--- config.mk ---
export PLATFORM = sky130hd
export DESIGN_NAME = mv_array_sequencer
export DESIGN_NICKNAME = d
export VERILOG_FILES = /design/src/rtl/mv_array_sequencer.sv
export SDC_FILE = /design/constraint.sdc
export NUM_CORES = 1
export LEC_CHECK = 0
export ABC_CLOCK_PERIOD_IN_PS = 3270
export BUFFER_PORTS_ARGS = -buffer_cell sky130_fd_sc_hd__buf_2
export CORE_MARGIN = 2
export CORE_UTILIZATION = 35
export CTS_CLUSTER_DIAMETER = 150
export CTS_CLUSTER_SIZE = 28
export DETAILED_ROUTE_END_ITERATION = 16
export PLACE_DENSITY_LB_ADDON = 0.15
export SLEW_MARGIN = 20
export SYNTH_ARGS = -nofsm -noshare
export SYNTH_HDL_FRONTEND = slang
export SYNTH_SLANG_ARGS = --single-unit
export TNS_END_PERCENT = 50
--- constraint.sdc ---
create_clock -name clk_i -period 3.27 [get_ports clk_i]
set_clock_uncertainty 0.1 [all_clocks]
set_input_delay 0.327 -clock clk_i [delete_from_list [all_inputs] [get_ports clk_i]]
set_output_delay 0.327 -clock clk_i [all_outputs]
set_load 0.02 [all_outputs]
--- src/rtl/mv_array_sequencer.sv ---
// Matrix-vector sequencer for an NUM_PROC processor array: CLEAR -> MAC -> DRAIN per pass, then DONE.
// Define MVSEQ_STALL_EN to add fifo_empty_i and hold MAC steps while an active row FIFO is empty.
module mv_array_sequencer #(
  parameter int NUM_PROC = 4,
  parameter int MAX_N    = 16,
  localparam int NW = $clog2(MAX_N + 1),
  localparam int RW = (MAX_N > 1) ? $clog2(MAX_N) : 1,
  localparam int PW = (NUM_PROC > 1) ? $clog2(NUM_PROC) : 1
) (
  input  logic                clk_i,
  input  logic                reset_i,
  input  logic                start_i,
  input  logic [NW-1:0]       N_i,
`ifdef MVSEQ_STALL_EN
  input  logic [NUM_PROC-1:0] fifo_empty_i,
`endif
  output logic                busy_o,
  output logic                proc_clr_o,
  output logic [NUM_PROC-1:0] proc_en_o,
  output logic [NUM_PROC-1:0] fifo_pop_o,
  output logic [RW-1:0]       v_idx_o,
  output logic                res_valid_o,
  output logic [PW-1:0]       res_sel_o,
  output logic [RW-1:0]       res_row_o,
  output logic                done_o,
  output logic                err_o
);

  localparam int EW = NW + 1;
  localparam logic [EW-1:0] MAXN_E = EW'(MAX_N);
  localparam logic [EW-1:0] NP_E   = EW'(NUM_PROC);

  typedef enum logic [2:0] {IDLE, CLEAR, MAC, DRAIN, DONE} state_t;

  state_t               state_q, state_d;
  logic [NW-1:0]        n_q, n_d;
  logic [NW-1:0]        base_q, base_d;
  logic [NW-1:0]        stepCnt_q, stepCnt_d;
  logic                 busy_q, busy_d;
  logic                 clr_q, clr_d;
  logic [NUM_PROC-1:0]  en_q, en_d;
  logic [RW-1:0]        vIdx_q, vIdx_d;
  logic                 resValid_q, resValid_d;
  logic [PW-1:0]        resSel_q, resSel_d;
  logic [RW-1:0]        resRow_q, resRow_d;
  logic                 done_q, done_d;
  logic                 err_q, err_d;

  logic [NUM_PROC-1:0]  mask;
  logic                 stall;
  logic [EW-1:0]        nextSel;

  // Lane p is active in the current pass when its global row base_q+p is below N.
  always_comb begin
    mask = '0;
    for (int p = 0; p < NUM_PROC; p++) begin
      mask[p] = (EW'(base_q) + EW'(p)) < EW'(n_q);
    end
  end

`ifdef MVSEQ_STALL_EN
  assign stall = |(fifo_empty_i & mask);
`else
  assign stall = 1'b0;
`endif

  assign nextSel = EW'(resSel_q) + EW'(1);

  always_comb begin
    state_d    = state_q;
    n_d        = n_q;
    base_d     = base_q;
    stepCnt_d  = stepCnt_q;
    clr_d      = 1'b0;
    en_d       = '0;
    vIdx_d     = '0;
    resValid_d = 1'b0;
    resSel_d   = '0;
    resRow_d   = '0;
    done_d     = 1'b0;
    err_d      = 1'b0;

    unique case (state_q)
      IDLE: begin
        if (start_i) begin
          if (N_i == '0) begin
            state_d = DONE;
            done_d  = 1'b1;
          end else if (EW'(N_i) > MAXN_E) begin
            err_d = 1'b1;
          end else begin
            n_d     = N_i;
            base_d  = '0;
            state_d = CLEAR;
            clr_d   = 1'b1;
          end
        end
      end
      CLEAR: begin
        state_d   = MAC;
        stepCnt_d = '0;
        if (!stall) begin
          en_d      = mask;
          stepCnt_d = NW'(1);
        end
      end
      MAC: begin
        // A stalled step keeps the last broadcast index on v_idx.
        if (stepCnt_q == n_q) begin
          state_d    = DRAIN;
          resValid_d = 1'b1;
          resRow_d   = RW'(base_q);
        end else if (!stall) begin
          en_d      = mask;
          vIdx_d    = RW'(stepCnt_q);
          stepCnt_d = stepCnt_q + NW'(1);
        end else begin
          vIdx_d = vIdx_q;
        end
      end
      DRAIN: begin
        if ((nextSel < NP_E) && ((EW'(base_q) + nextSel) < EW'(n_q))) begin
          resValid_d = 1'b1;
          resSel_d   = PW'(nextSel);
          resRow_d   = RW'(EW'(base_q) + nextSel);
        end else if ((EW'(base_q) + NP_E) < EW'(n_q)) begin
          base_d  = NW'(EW'(base_q) + NP_E);
          state_d = CLEAR;
          clr_d   = 1'b1;
        end else begin
          state_d = DONE;
          done_d  = 1'b1;
        end
      end
      DONE: begin
        state_d = IDLE;
      end
      default: begin
        state_d = IDLE;
      end
    endcase

    busy_d = (state_d != IDLE);
  end

  always_ff @(posedge clk_i) begin
    if (!reset_i) begin
      state_q    <= IDLE;
      n_q        <= '0;
      base_q     <= '0;
      stepCnt_q  <= '0;
      busy_q     <= 1'b0;
      clr_q      <= 1'b0;
      en_q       <= '0;
      vIdx_q     <= '0;
      resValid_q <= 1'b0;
      resSel_q   <= '0;
      resRow_q   <= '0;
      done_q     <= 1'b0;
      err_q      <= 1'b0;
    end else begin
      state_q    <= state_d;
      n_q        <= n_d;
      base_q     <= base_d;
      stepCnt_q  <= stepCnt_d;
      busy_q     <= busy_d;
      clr_q      <= clr_d;
      en_q       <= en_d;
      vIdx_q     <= vIdx_d;
      resValid_q <= resValid_d;
      resSel_q   <= resSel_d;
      resRow_q   <= resRow_d;
      done_q     <= done_d;
      err_q      <= err_d;
    end
  end

  assign busy_o      = busy_q;
  assign proc_clr_o  = clr_q;
  assign proc_en_o   = en_q;
  assign fifo_pop_o  = en_q;
  assign v_idx_o     = vIdx_q;
  assign res_valid_o = resValid_q;
  assign res_sel_o   = resSel_q;
  assign res_row_o   = resRow_q;
  assign done_o      = done_q;
  assign err_o       = err_q;

endmodule
======== Word level (Yosys, flattened, before mapping) ========
Cells that the tools add are included.
cells by class
  equality and inequality tests ........... 10
  muxes and demuxes ....................... 35
  reduce and logical (&&, ||, !) cells .... 12
  $add $sub $neg .......................... 7
  bitwise gates (word level) .............. 6
  magnitude comparators ................... 8
operators by type and width
  cell                   count
  $lt A6 B5 Y1           5
  $mux W5                6
  $pmux W5 S2            2
  $mux W3                6
  $pmux W4 S2            2
  $add A5 B2 Y6 const B  2
  $mux W1                12
  $mux W4                3
  $ne A2 B2 Y1 const B   6
  $pmux W3 S4            1
  $add A5 B1 Y6 const B  1
  $add A5 B3 Y6          1
  $add A5 B3 Y6 const B  1
  $eq A3 B2 Y1 const B   2
  $not A1 Y1             6
  $pmux W1 S2            3
  $reduce_and A6 Y1      1
  $add A5 B1 Y5 const B  1
  $eq A5 B5 Y1           1
  $gt A5 B5 Y1 const B   1
  $logic_not A5 Y1       1
  $lt A5 B5 Y1           1
  $reduce_and A4 Y1      1
  $reduce_bool A2 Y1     2
  10 further kinds       10
word-level totals
  register bits ........................... 37
  input port bits ......................... 8
  output and inout port bits .............. 23
  logic and storage cells ................. 91

======== Logic depth before layout (Yosys ltp) ========
  word-level depth ........................ 7
  mapped depth ............................ 11
  mapped depth without buffers ............ 11

======== Worst setup path before layout ========
No wires, ideal clock.
  path kind ............................... register -> register
  from .................................... register resSel_q[0], in the netlist res_sel_o[0]
  to ...................................... register base_q[2]
  required time ........................... 3.051 ns
  buffers on the path ..................... 0
  library setup time ...................... 0.119 ns
  clock period less this slack ............ 2.580 ns
  setup slack ............................. 0.690 ns
  stages on the path, launching flop included .. 12
  arrival time ............................ 2.361 ns
  cell sequence ........................... dfxtp_1 -> ha_1 -> ha_1 -> a21o_1 -> nand2_1 -> xnor2_1 -> ha_1 -> inv_1 -> o21ai_1 -> nor3_2 -> or3_1 -> mux2i_1
between the ends
  word-level cells in the longest chain between the ends .. 6
  elaborated cells on any way between the ends .. 7
  classes of those cells .................. add/sub (2); order compare (2); eq/ne (1); reduce/logical (2)
RTL lines
  item                                    RTL line  RTL
  start, declared                         44        logic [PW-1:0] resSel_q, resSel_d;
  start signal, assigned                  171       resSel_q <= resSel_d;
  $add A2 B1 Y3 (*)                       67        assign nextSel = EW'(resSel_q) + EW'(1);
  $add A5 B3 Y6                           --
  $lt A6 B5 Y1                            122       if ((nextSel < NP_E) && ((EW'(base_q) + nextSel) < EW'(n_q))) begin
  $logic_and A1 B1 Y1 (*)                 122
  $ne A2 B2 Y1 (no source line) (*)       --
  $reduce_and A6 Y1 (no source line) (*)  --
  end signal, assigned                    164       base_q <= base_d;
  end, declared                           37        logic [NW-1:0] base_q, base_d;
Every way passes the cells marked *; elsewhere a longest branch is shown, timed or not.
A chain may end at the register's enable or synchronous reset.

======== Worst setup path after layout ========
  from .................................... register resSel_q[0], in the netlist res_sel_o[0]
  to ...................................... register base_q[3]
Same word-level chain as after synthesis.

==> results.tsv <==
stage	metric	value	unit
outcome	status	complete, no violations	
cts	Worst-path clk slew	0.07	ns
detailed_routing	Vias	1542	
layout	antenna cells	0	
timing	final cycle utilization of the critical path	0.818	
die	die area	6020	sq um
worst_setup_path	Worst EP required	3.34	ns
global_routing	Tot GR Track Use	0.142	
worst_setup_path	cell mode on critical path	ha_1	
cts	CTS tree	built	
synthesis	Post-Syn Area	1900	sq um
synthesis	number of distinct library cells after synthesis	49	
worst_setup_path	R2R setup slack	0.60	ns
detailed_routing	Remaining DRCs	0	
synthesis	Synth Area in Compound Gates	0.161	
worst_setup_path	crit-path max cell delay	0.42	ns
die	Initial Util	0.366	
timing	setup_tns	0	ns
global_routing	largest net degree at the start of global routing	15	
layout	FILL cells	510	
timing	fin. max-slew vios	0	
worst_setup_path	Worst Path Arrival	2.74	ns
detailed_routing	DR vias/cell	5.02	
cts	Post-CTS Resized	0	
worst_setup_path	Critical R2R Launch	res_sel_o[0]$_SDFF_PN0_	
global_routing	M3 GR Usage	0.0279	
pwr	Power Density	445	nW/um^2
min_path	Worst Hold Path Cells	3	
worst_setup_path	Top Family by Delay on Critical Path	adder cells	
synthesis	post-synthesis simple-gate area fraction	0.207	
run	Max Cap Violations	0	
pwr	clock share of power	0.357	
min_path	worst min path class	in -> reg	
worst_setup_path	R2R depth	11	
synthesis	post-synthesis mux area share	0.0218	
synthesis	register area share after synthesis	0.370	
worst_setup_path	RR Endpoint	base_q[3]$_SDFFE_PN0P_	
timing	Slew @ Worst Pin	0.805	ns
worst_setup_path	CP Launch Type	flip-flop	
worst_setup_path	worst-path cell chain	ha_1, ha_1, a21o_1, nand2_1, xnor2_1, ha_1, inv_1, o21ai_1, nor3_2, or3_1, mux2i_1	
worst_setup_path	CP Buf/Inv Count	1	
global_routing	grt ovf	0	
global_routing	first-pass GRT wire length	6820	um
timing	Hold Vio Cnt, Final	0	
cts	TritonCTS Buffers	5	
synthesis	Mapped Avg Cell Area	9.03	sq um
timing	worst rel slew slack	0.460	
synthesis	Post-Synth Adder-Cell Area	0.139	
pwr	Reg power frac	0.476	
worst_setup_path	worst-path maximum fanout	6	
synthesis	top_reg_cell synth	dfxtp_1	
die	Die Y	77.6	um
synthesis	Synth async-reset ratio	0	
global_routing	met2 usage	0.217	
layout	post-route core utilization	0.421	
pwr	Int Power	703	uW
synthesis	Post-synth EDFFs	0	
global_routing	vias in the first global route	1456	
timing	RSZ-0062 raised after global routing	no	
pwr	reported net switching power	268	uW
detailed_routing	DR iter-0 viols	78	
global_routing	most crowded layer after global routing	met2	
min_path	hold_sp	N_i[1]	
global_routing	GR Util met1	0.197	
placement	IO Port Bufs	30	
timing	min Tclk post-route	2.67	ns
synthesis	Synth Area in XOR/XNOR	0.0462	
timing	Setup violations, final	0	
detailed_routing	final WL	3980	um
placement	GP Congestion	0.790	
cts	Worst-Skew Late Latency	0.29	ns
worst_setup_path	highest-delay cell along the critical path	or3_1	
pwr	Gate power share	0.167	
cts	CTS max path bufs	2	
pwr	IR drop worst, VDD	210	uV
synthesis	Ys Warns	0	
cts	Clock Sink Count	35	
cts	Post-CTS Setup Inserts	0	
synthesis	FF+latch count, synth	35	
cts	H-Tree Level Count	2	
timing	top achievable clock speed	374	MHz
die	total core area	5170	sq um
placement	hpwl dp	3050	um
detailed_routing	antenna-violating nets left	0	
pwr	Pleak	0.00101	uW
pwr	Net Sw Frac	0.276	
layout	NumNets Final	265	
min_path	Hold EP	n_q[1]$_SDFFE_PN0P_	
detailed_routing	routed len/inst	13.0	um
die	Chip Width	77.6	um
global_routing	initial antenna violation count	0	
synthesis	syn_nets	239	
detailed_routing	1st-pass router iterations	4	
cts	Post-CTS Hold Fix Bufs	0	
die	I/O Pins	31	
cts	root buffer cell	clkbuf_8	
layout	layout cell share with drive strength beyond 1	0.203	
worst_setup_path	Crit. End Element	flip-flop	
synthesis	Mapped Cells	210	
synthesis	largest family of logic cells by synthesized area	simple AND/OR/NAND/NOR gates	
die	Row Count	26	
worst_setup_path	crit path kind	reg -> reg	
layout	Layout area overhead	15.0	%
[placed cells by master (no fill, tap or decap), types with 4 or more instances in the layout]
cell,Yosys,final
inv_1,11,11
and2_1,4,4
xor2_1,8,8
buf_2,1,30
clkbuf_8,0,7
nor3_1,6,6
o21ai_0,6,6
a22oi_1,4,4
nand2b_1,7,7
nand3_1,11,11
ha_1,21,21
a21oi_1,14,14
nor2_1,9,9
dfxtp_1,35,35
nand2_1,14,14
[Yosys cell counts (all sizes together) (2+ instances only)]
cell / count / area [sq um]
a211oi: 3 / 27.5
and3: 3 / 20.0
nor4: 3 / 18.8
inv: 11 / 41.3
a21oi: 14 / 70.1
nor3: 7 / 40.0
a41oi: 2 / 17.5
a21boi: 2 / 15.0
o21ai: 7 / 35.0
dfxtp: 35 / 701
or4: 2 / 15.0
a22oi: 4 / 30.0
xnor2: 2 / 17.5
a31oi: 2 / 12.5
nand3b: 2 / 15.0
clkbuf: 7 / 26.3
or3: 4 / 30.0
a22o: 2 / 18.8
a21o: 2 / 15.0
xor2: 8 / 70.1
buf: 5 / 35.0
nand3: 11 / 55.1
and2: 5 / 32.5
nand2: 14 / 52.6
nor2: 9 / 33.8
ha: 21 / 263
mux2i: 3 / 30.0
nand2b: 7 / 43.8
[power by group through the flow]
stage                     sequential (uW)  clock, uW  combinational (uW)
final                                 462        347                 162
after global routing                  465        380                 184
after CTS                             462        356                 165
after detailed placement              472          0                 164
after global placement                472          0                 164
after floorplan                       476          0                 118
[sequential cells by signal (all words and copies together), names as in the netlist]
name and cells:
res_row_o 4, stepCnt_q 5, done_o 1, n_q 5, v_idx_o 4, base_q 3
res_sel_o 2, fifo_pop_o 4, err_o 1, busy_o 1, res_valid_o 1, proc_clr_o 1
state_q 3
[through the flow]
step	area, sq um	setup WS [ns]	total power (uW)	std cells	hold slack (ns)
after floorplan	1900	0.690	594	210	0.361
after global placement	2080	0.705	636	299	0.382
after detailed placement	2080	0.601	636	299	0.390
after CTS	2180	0.597	983	307	0.195
after global routing	2180	0.370	1030	307	0.206
final	2180	0.595	971	307	0.200
[worst register-to-register path: cells and delay by family (launching register included)]
family                   cells  cell delay, ns
flip-flops                   1            0.40
AO/OA/AOI/OAI                2            0.38
adder cells (fa/ha/maj)      3            0.76
AND/OR/NAND/NOR              3            0.61
XOR/XNOR                     1            0.12
buffers and inverters        1            0.04
multiplexers                 1            0.14
[worst max-delay path by stage]
stage                                       start                endpoint  slack (ns)  cells past startpoint
after CTS                 res_sel_o[0]$_SDFF_PN0_  base_q[3]$_SDFFE_PN0P_        0.60                     11
after floorplan           res_sel_o[0]$_SDFF_PN0_  base_q[2]$_SDFFE_PN0P_        0.69                     11
after global routing      res_sel_o[0]$_SDFF_PN0_  base_q[2]$_SDFFE_PN0P_        0.37                     11
final                     res_sel_o[0]$_SDFF_PN0_  base_q[3]$_SDFFE_PN0P_        0.60                     11
after detailed placement  res_sel_o[0]$_SDFF_PN0_  base_q[3]$_SDFFE_PN0P_        0.60                     11
after global placement    res_sel_o[0]$_SDFF_PN0_  base_q[3]$_SDFFE_PN0P_        0.70                     11
[cell type report]
cell class              count  area (sq um)  area share
inverters                  11          41.3      0.0189
multi-input cells         152          1090       0.501
well taps                  70          87.6      0.0402
clock buffers               8           100      0.0459
flip-flops and latches     35           701       0.321
repair buffers             31           158      0.0723
[cells by family (layout without fill, tap and decap cells)]
| group | count (synthesis) | in the layout |
|---|---|---|
| multiplexers | 4 | 4 |
| adder cells (fa/ha/maj) | 21 | 21 |
| AND/OR/NAND/NOR | 71 | 71 |
| XOR/XNOR | 10 | 10 |
| buffers and inverters | 23 | 50 |
| AO/OA/AOI/OAI | 45 | 45 |
| other | 1 | 1 |
| flip-flops | 35 | 35 |
[layer usage]
metal	up-vias	routed length, um
li1	799	-
met1	702	2030
met2	34	1740
met3	7	141
met4	0	66
met5	-	0
(Power assumes the default switching activity.)
